--- src/rtl/iterative_alu.sv ---
// rtl/iterative_alu.sv - execution-stage ALU with single-cycle logic/arith ops and bit-serial shifts
//
// Ports:
//   clk        rising-edge clock
//   reset      asynchronous active-low reset
//   in_valid   operation request (alu_op, alu_in_1, alu_in_2 valid)
//   in_ready   high in IDLE, when a request is accepted
//   alu_op     000 ADD, 001 SUB, 010 AND, 011 OR, 100 XOR, 101 SLL, 110 SRL, 111 SRA
//   alu_in_1   operand A
//   alu_in_2   operand B; low SHAMT_W bits give the shift amount for shifts
//   out_valid  result and flags valid (DONE)
//   out_ready  consumer takes the result
//   alu_result registered result, held until the next accept
//   alu_zero   alu_result == 0
//   alu_lt     signed A < signed B, captured at accept
//   alu_ltu    unsigned A < unsigned B, captured at accept
module iterative_alu #(
    parameter int XLEN    = 32,
    parameter int SHAMT_W = 5
) (
    input  logic               clk,
    input  logic               reset,
    input  logic               in_valid,
    output logic               in_ready,
    input  logic [2:0]         alu_op,
    input  logic [XLEN-1:0]    alu_in_1,
    input  logic [XLEN-1:0]    alu_in_2,
    output logic               out_valid,
    input  logic               out_ready,
    output logic [XLEN-1:0]    alu_result,
    output logic               alu_zero,
    output logic               alu_lt,
    output logic               alu_ltu
);

    typedef enum logic [1:0] {
        IDLE  = 2'd0,
        SHIFT = 2'd1,
        DONE  = 2'd2
    } state_t;

    localparam logic [XLEN-1:0]    ONE_X = XLEN'(1);
    localparam logic [SHAMT_W-1:0] ONE_S = SHAMT_W'(1);

    state_t             state;
    logic [SHAMT_W-1:0] count;
    // Low two opcode bits of the shift in flight: 01 SLL, 10 SRL, 11 SRA.
    logic [1:0]         shift_kind;

    logic [SHAMT_W-1:0] shamt;
    logic               is_shift;
    logic [XLEN-1:0]    single_result;
    logic [XLEN-1:0]    shifted;

    assign shamt    = alu_in_2[SHAMT_W-1:0];
    assign is_shift = alu_op[2] & (alu_op[1] | alu_op[0]);

    // Result for everything that finishes at the accept edge. A shift by
    // zero is just a pass-through of operand A.
    always_comb begin
        single_result = '0;
        case (alu_op)
            3'b000:  single_result = alu_in_1 + alu_in_2;
            3'b001:  single_result = alu_in_1 + ~alu_in_2 + ONE_X;
            3'b010:  single_result = alu_in_1 & alu_in_2;
            3'b011:  single_result = alu_in_1 | alu_in_2;
            3'b100:  single_result = alu_in_1 ^ alu_in_2;
            default: single_result = alu_in_1;
        endcase
    end

    // One bit of shift per cycle; alu_result doubles as the work register.
    always_comb begin
        shifted = alu_result;
        case (shift_kind)
            2'b01:   shifted = {alu_result[XLEN-2:0], 1'b0};
            2'b10:   shifted = {1'b0, alu_result[XLEN-1:1]};
            2'b11:   shifted = {alu_result[XLEN-1], alu_result[XLEN-1:1]};
            default: shifted = alu_result;
        endcase
    end

    always_ff @(posedge clk or negedge reset) begin
        if (!reset) begin
            state      <= IDLE;
            count      <= '0;
            shift_kind <= 2'b00;
            alu_result <= '0;
            alu_lt     <= 1'b0;
            alu_ltu    <= 1'b0;
            in_ready   <= 1'b1;
            out_valid  <= 1'b0;
        end else begin
            case (state)
                IDLE: begin
                    if (in_valid) begin
                        alu_lt     <= $signed(alu_in_1) < $signed(alu_in_2);
                        alu_ltu    <= alu_in_1 < alu_in_2;
                        in_ready   <= 1'b0;
                        shift_kind <= alu_op[1:0];
                        if (is_shift && shamt != '0) begin
                            alu_result <= alu_in_1;
                            count      <= shamt;
                            state      <= SHIFT;
                        end else begin
                            alu_result <= single_result;
                            state      <= DONE;
                            out_valid  <= 1'b1;
                        end
                    end
                end
                SHIFT: begin
                    alu_result <= shifted;
                    count      <= count - ONE_S;
                    if (count == ONE_S) begin
                        state     <= DONE;
                        out_valid <= 1'b1;
                    end
                end
                DONE: begin
                    // in_ready stays low in this cycle even if the result is
                    // taken, so a new request can only land a cycle later.
                    if (out_ready) begin
                        state     <= IDLE;
                        out_valid <= 1'b0;
                        in_ready  <= 1'b1;
                    end
                end
                default: begin
                    state     <= IDLE;
                    out_valid <= 1'b0;
                    in_ready  <= 1'b1;
                end
            endcase
        end
    end

    assign alu_zero = (alu_result == '0);

endmodule

--- config.mk ---
export PLATFORM = sky130hd
export DESIGN_NAME = iterative_alu
export DESIGN_NICKNAME = d
export VERILOG_FILES = /design/src/rtl/iterative_alu.sv
export SDC_FILE = /design/constraint.sdc
export NUM_CORES = 1
export LEC_CHECK = 0
export ABC_AREA = 1
export BUFFER_PORTS_ARGS = -buffer_cell sky130_fd_sc_hd__buf_2
export CAP_MARGIN = 20
export CORE_MARGIN = 3
export CORE_UTILIZATION = 45
export CTS_CLUSTER_DIAMETER = 30
export DETAILED_ROUTE_END_ITERATION = 8
export SLEW_MARGIN = 20
export SYNTH_ARGS = -nofsm -noshare
export SYNTH_HDL_FRONTEND = slang
export SYNTH_SLANG_ARGS = --single-unit
--- constraint.sdc ---
create_clock -name clk -period 3.9 [get_ports clk]
set_input_delay 0.195 -clock clk [delete_from_list [all_inputs] [get_ports clk]]
set_output_delay 0.195 -clock clk [all_outputs]
set_load 0.05 [all_outputs]
==> results of run 1 <==
worst max-delay path: cells and delay by family:
kind / cells / cell delay, ns
AND/OR/NAND/NOR: 5 / 1.45
buffers and inverters: 3 / 0.58
AO/OA/AOI/OAI: 2 / 0.39
kinds of logic (layout without fill, tap and decap cells):
kind of cell    after synthesis  after routing  share of synthesized area, %
buf+inv                     393            457                          16.9
fa+ha+maj                   109            109                          15.1
compound gates              275            275                          17.3
xor+xnor                      3              3                         0.289
simple gates                840            840                          38.1
flops                        45             45                          12.4
stage by stage:
| stage | cell area (µm²) | setup WS [ns] | hold WS [ns] | power (W) |
|---|---|---|---|---|
| 3_5_place_dp | 9770 | 1.33 | 0.462 | 0.00432 |
| 2_1_floorplan | 9110 | 2.00 | -0.101 | 0.00336 |
| 4_1_cts | 9920 | 1.53 | 0.150 | 0.00477 |
| 3_3_place_gp | 9770 | 1.24 | 0.458 | 0.00430 |
| 5_1_grt | 9930 | 1.35 | 0.251 | 0.00519 |
| 6_report | 9930 | 1.48 | 0.223 | 0.00479 |
what timing repair did:
item                      CTS  global route
hold buffers                0             1
hold endpoints to repair    0            44
gates resized for setup     0             0
sequential cells by signal, summed over array words and instances, names as in the netlist:
register    flops
shift_kind      2
alu_lt          1
alu_ltu         1
count           5
out_valid       1
in_ready        1
state           2
alu_result     32
synthesized netlist by cell type, drive strengths merged, types with 9 or more instances:
cell type and number:
ha 107, o22ai 16, nor2 171, nor4 9, o21ai 82, clkbuf 22
inv 330, dfrtp 44, nand2 490, a21oi 115, nand4 16, buf 41
a221oi 12, nand3 134, nor3 11, a211oi 13, o211ai 15
layer usage:
| layer | vias up | global-route usage, % | share of wire (%) |
|---|---|---|---|
| met2 | 459 | 47.9 | 43 |
| met1 | 4929 | 44.1 | 45 |
| li1 | 5369 | - | - |
| met3 | 64 | 4.27 | 8.9 |
| met5 | - | 0 | 0 |
| met4 | 0 | 9.61 | 3.1 |
how the worst max path moves through the flow:
| stage | to | cells past startpoint | from | slack, ns |
|---|---|---|---|---|
| CTS | alu_result[1] | 8 | state[0] | 1.53 |
| global route | alu_result[1] | 9 | state[0] | 1.35 |
| floorplan | alu_result[6] | 11 | alu_in_1[0] | 2.00 |
| global placement | alu_result[9] | 10 | alu_op[1] | 1.24 |
| finish | alu_result[9] | 10 | alu_op[1] | 1.48 |
| detailed placement | alu_result[4] | 10 | alu_op[1] | 1.33 |
power by group through the flow:
stage / Clock [W] / Sequential, W / Combinational (W)
3_5_place_dp: 0 / 0.00103 / 0.00329
6_report: 0.000432 / 0.00103 / 0.00333
2_1_floorplan: 0 / 0.00160 / 0.00176
3_3_place_gp: 0 / 0.00103 / 0.00327
5_1_grt: 0.000463 / 0.00107 / 0.00365
4_1_cts: 0.000444 / 0.00102 / 0.00330
final cells by class:
| cell class | count | area, µm² |
|---|---|---|
| clock inverters | 2 | 15.0 |
| inverters | 330 | 1240 |
| multi-input cells | 1227 | 6460 |
| clock buffers | 6 | 129 |
| flip-flops and latches | 45 | 1130 |
| well taps | 265 | 332 |
| repair buffers | 119 | 631 |
| fillers | 2223 | 9720 |
cells in the final DEF, fill, tap and decap left out, types with 3 or more instances in the layout:
master,count
a21oi_1,114
and2_1,3
dfrtp_1,44
nand4_1,16
o22ai_1,16
and3_1,3
inv_2,7
o21bai_1,7
nor4_1,9
a221oi_1,12
a22oi_1,3
clkbuf_16,5
a31oi_1,6
buf_2,106
nand2_1,488
a211oi_1,13
o21ai_0,80
o211ai_1,15
nor2_1,166
nand3_1,132
buf_4,12
nor3_1,9
o2111ai_1,4
ha_1,107
inv_1,323
nor2_2,4
==> metrics, run 1 <==
CP max-delay cell nor2_2; H-tree depth 2; # IOs roughly 110; Critical Path RT ~4.1 ns; Reg clk slew, reported paths 0.07 ns; FMAX around 0.41 GHz; die height 148 µm; final std cells w/o fill between 1500 and 2000; largest net degree at the start of global routing between 40 and 50; number of port buffers between 100 and 150; Worst Hold Endpoint state[1]; share of layout cells above drive strength 1 8.50%; r2r startpoint state[0]; crit-path cells buf_2 > nor2_2 > inv_2 > nor2_2 > inv_2 > o22ai_1 > nor2_1 > nand4_1 > nand3_1 > a21oi_1; register area share after synthesis between 10% and 20%; Routed Wire Length 34600 µm; post-DP HPWL approximately 28000 µm; Setup Buffers After CTS 0; Yosys Warn Count 0; Initial Util ~46%; synthesized cell area around 0.0091 mm²; Hold Path Depth 3; worst-path fanout max 17; antenna-violating nets left 0; DR vias ~11000; total global routing overflow 0; Fin. Hold Viols 0; Num CTS Buffers 5; ranking of synthesized cells by area nand2_1, ha_1, inv_1; drt initial violations roughly 1100; Worst Hold Class input port to register; Clock Latency Late Sink roughly 0.29 ns; antenna violations before repair 0; DRT Pass-1 Iters 6; CTS Root Buffer Type clkbuf_16; DRC Markers 0; final core occ roughly half; Cells after Synth approximately 1700; Slew headroom roughly 28%; DIE AREA 0.0220 mm²; Net count, final 1908; final setup vio count 0; vias in the first global route 9774; Synth Flop Type dfrtp_1; PwrDens approximately 480 mW/mm²; max-slew violations 0; clk_skew 0.00517 ns; setup slack, reg-to-reg 1.52 ns; reg2reg end alu_result[1]; flops & latches, synth 45; Yosys top cell by area nand2_1; total of max-cap violations 0; Worst IR Drop VDD around 390 µV; Mean Syn Cell Area between 5 and 6 µm²; Final min period between 2 and 2.5 ns; worst-margin pin slew 1.08 ns; CP max stage delay 0.83 ns; Vias/cell between 5 and 6; # clock sinks 45; CP Launch Type input port; drt wl/cell 17.4 µm; CTS tree built; combinational fraction of design power 69.5%; post-synth top area share 20.1%; status completed; cell-internal power about 0.0019 W; fraction of registers with async set/reset 100%; nature of the critical path endpoint register; Placed Instances approximately 2000; WS Path Type input port to register; num rows a little over 50; clock tree buffer depth 2; Post-synth EDFFs 0; clock share of power 9.0%; switching share of power about three fifths; r2r worst-path depth 8; hold path start out_ready; Core ar. approximately 0.020 mm²; Flop pwr share about 22%; GRT Total Usage about 30%; Final period util about three fifths; # diodes 0; switching power ~0.0029 W; Die W approximately 150 µm; Layout area overhead 9.04%; Syn Nets roughly 1800; GPL Wtd Cong ~1.1; Worst Path Arrival approximately 2.6 ns; Synth cell types 43; RSZ-0062 raised after global routing false; static leakage around 5.7 nW; total negative setup slack 0 ns; first-pass GRT wire length between 50000 and 60000 µm
Note: power is estimated with default switching activity, not from simulation.
==> inputs of run 2 (changes only) <==
clock period = 2.4 ns   (was 3.9 ns; I/O delays follow)
==> metrics, run 2 (synthesized netlist as in run 1, its figures left out) <==
Worst Hold Class input port to register (unchanged); Worst Path Arrival 2.40 ns (was 2.63 ns); most frequent cells in the layout nand2_1, inv_1, nor2_1, nand3_1, a21oi_1 (unchanged); CP max stage delay 0.68 ns (was 0.83 ns); Routed Wire Length 36400 µm (was 34600 µm); clk_skew 0.00530 ns (was 0.00517 ns); GPL Wtd Cong 1.01 (was 1.06); Final min period roughly 2.2 ns; max reg flops 32 (unchanged); final worst slack 0.185 ns (was 1.48 ns); nature of the critical path endpoint register (unchanged); Net count, final 1964 (was 1908); WHS 0.146 ns (was 0.223 ns); Core ar. 0.0197 mm² (unchanged); crit-path cells ha_1 > o31ai_4 > inv_1 > buf_4 > nor2_1 > a21oi_1 (was buf_2 > nor2_2 > inv_2 > nor2_2 > inv_2 > o22ai_1 > nor2_1 > nand4_1 > nand3_1 > a21oi_1); Setup WS pre-CTS -0.249 ns (was 1.33 ns); antenna violations before repair 0 (unchanged); biggest regs alu_result (32), count (5) (unchanged); CP Launch Type register (was input port); FMAX between 0.4 and 0.5 GHz; largest net degree at the start of global routing 41 (was 46); share of layout cells above drive strength 1 11.5% (was 8.50%); worst-margin pin slew 0.723 ns (was 1.08 ns); Setup Buffers After CTS 0 (unchanged); die height 148 µm (unchanged); Reg clk slew, reported paths 0.07 ns (about the same); total of max-cap violations 0 (unchanged); CP max-delay cell o31ai_4 (was nor2_2); Clock Latency Late Sink 0.29 ns (about the same); # IOs 108 (unchanged); static leakage 6.03 nW (was 5.74 nW); max-slew violations 0 (unchanged); first-pass GRT wire length 55900 µm (was 53300 µm); Initial Util 46.3% (unchanged); total power 0.00802 W (was 0.00479 W); PwrDens 770 mW/mm² (was 483 mW/mm²); CTS Root Buffer Type clkbuf_16 (unchanged); post-DP HPWL 29700 µm (was 27600 µm); Die W 148 µm (unchanged); Slew headroom 51.8% (was 27.7%); worst-path fanout max 17 (unchanged); CTS tree built (unchanged); vias in the first global route 10300 (was 9774); num rows 51 (unchanged); DRC Markers 0 (unchanged); Layout area overhead 14.3% (was 9.04%); final setup vio count 0 (unchanged); Fin. Hold Viols 0 (unchanged); Num CTS Buffers 5 (unchanged); largest reg by FF count alu_result (unchanged); Vias/cell 5.36 (was 5.43); DIE AREA 0.0220 mm² (unchanged); antenna-violating nets left 0 (unchanged); WS Path Type register to register (was input port to register); RSZ-0062 raised after global routing false (unchanged); total global routing overflow 0 (unchanged); DR vias 11000 (was 10800); number of port buffers 107 (unchanged); Final period util between 90% and 100%; clock tree buffer depth 2 (unchanged); H-tree depth 2 (unchanged); drt initial violations 1016 (was 1090); # diodes 0 (unchanged); most common cell after layout, fill and taps aside nand2_1 (unchanged); GRT Total Usage 32.5% (was 30.7%); Worst IR Drop VDD 537 µV (was 388 µV); DRT Pass-1 Iters 6 (unchanged); drt wl/cell 17.7 µm (was 17.4 µm); total negative setup slack 0 ns (unchanged); status completed (unchanged); Critical Path RT 2.58 ns (was 4.11 ns); # clock sinks 45 (unchanged)
run 2: cell types whose count changed in the layout (fill, tap and decap cells not counted), sizes merged:
cell / delta
buf: +56
clkbuf: -1
clkinv: +1
clkinvlp: -1
inv: +1
run 2: layer usage:
layer	track usage, %	wire length (µm)	vias up
li1	-	-	5492
met1	45.1	16200	4965
met2	51.2	15500	460
met3	5.03	3290	78
met4	11.8	1420	0
met5	0	0	-
run 2: path summary, 6_finish.rpt:
| kind | startpoint | to | slack (ns) | depth (start not counted) |
|---|---|---|---|---|
| max | shift_kind[0] | alu_result[13] | 0.18 | 6 |
| min | out_ready | state[1] | 0.15 | 3 |
| max reg2reg | shift_kind[0] | alu_result[13] | 0.18 | 6 |
| min reg2reg | alu_lt | alu_lt | 0.48 | 2 |
| max in group asynchronous | reset | in_ready | 1.43 | 3 |
| min in group asynchronous | reset | count[4] | 0.19 | 2 |
run 2: critical path, delay by kind of cell (launching register included):
kind            cells  cell delay (ns)
fa+ha+maj           1             0.35
buf+inv             2             0.49
simple gates        1             0.13
compound gates      2             0.73
flops               1             0.40
run 2: power breakdown:
group,switching (W),internal (W),total [W]
registers,0.000462,0.00118,0.00164
logic,0.00405,0.00161,0.00566
clock network,0.000328,0.000389,0.000717
total,0.00484,0.00318,0.00802
run 2: metrics by stage:
step	std cells	util, %	cell area (µm²)
floorplan	1665	-	9110
global placement	2041	52.1	10200
detailed placement	2041	52.1	10200
CTS	2050	52.9	10400
global route	2050	53.0	10400
finish	2050	53.0	10400
run 2: cell type report:
| class | instances | area, µm² |
|---|---|---|
| well taps | 265 | 332 |
| flip-flops and latches | 45 | 1130 |
| fillers | 2206 | 9250 |
| clock inverters | 3 | 21.3 |
| repair buffers | 175 | 1100 |
| multi-input cells | 1227 | 6470 |
| clock buffers | 5 | 125 |
| inverters | 330 | 1240 |
run 2: timing repair:
item | in CTS | in global routing
hold endpoints to repair | 5 | 0
hold buffers | 1 | 0
setup endpoints to repair | 0 | 2
resized for setup | 0 | 2
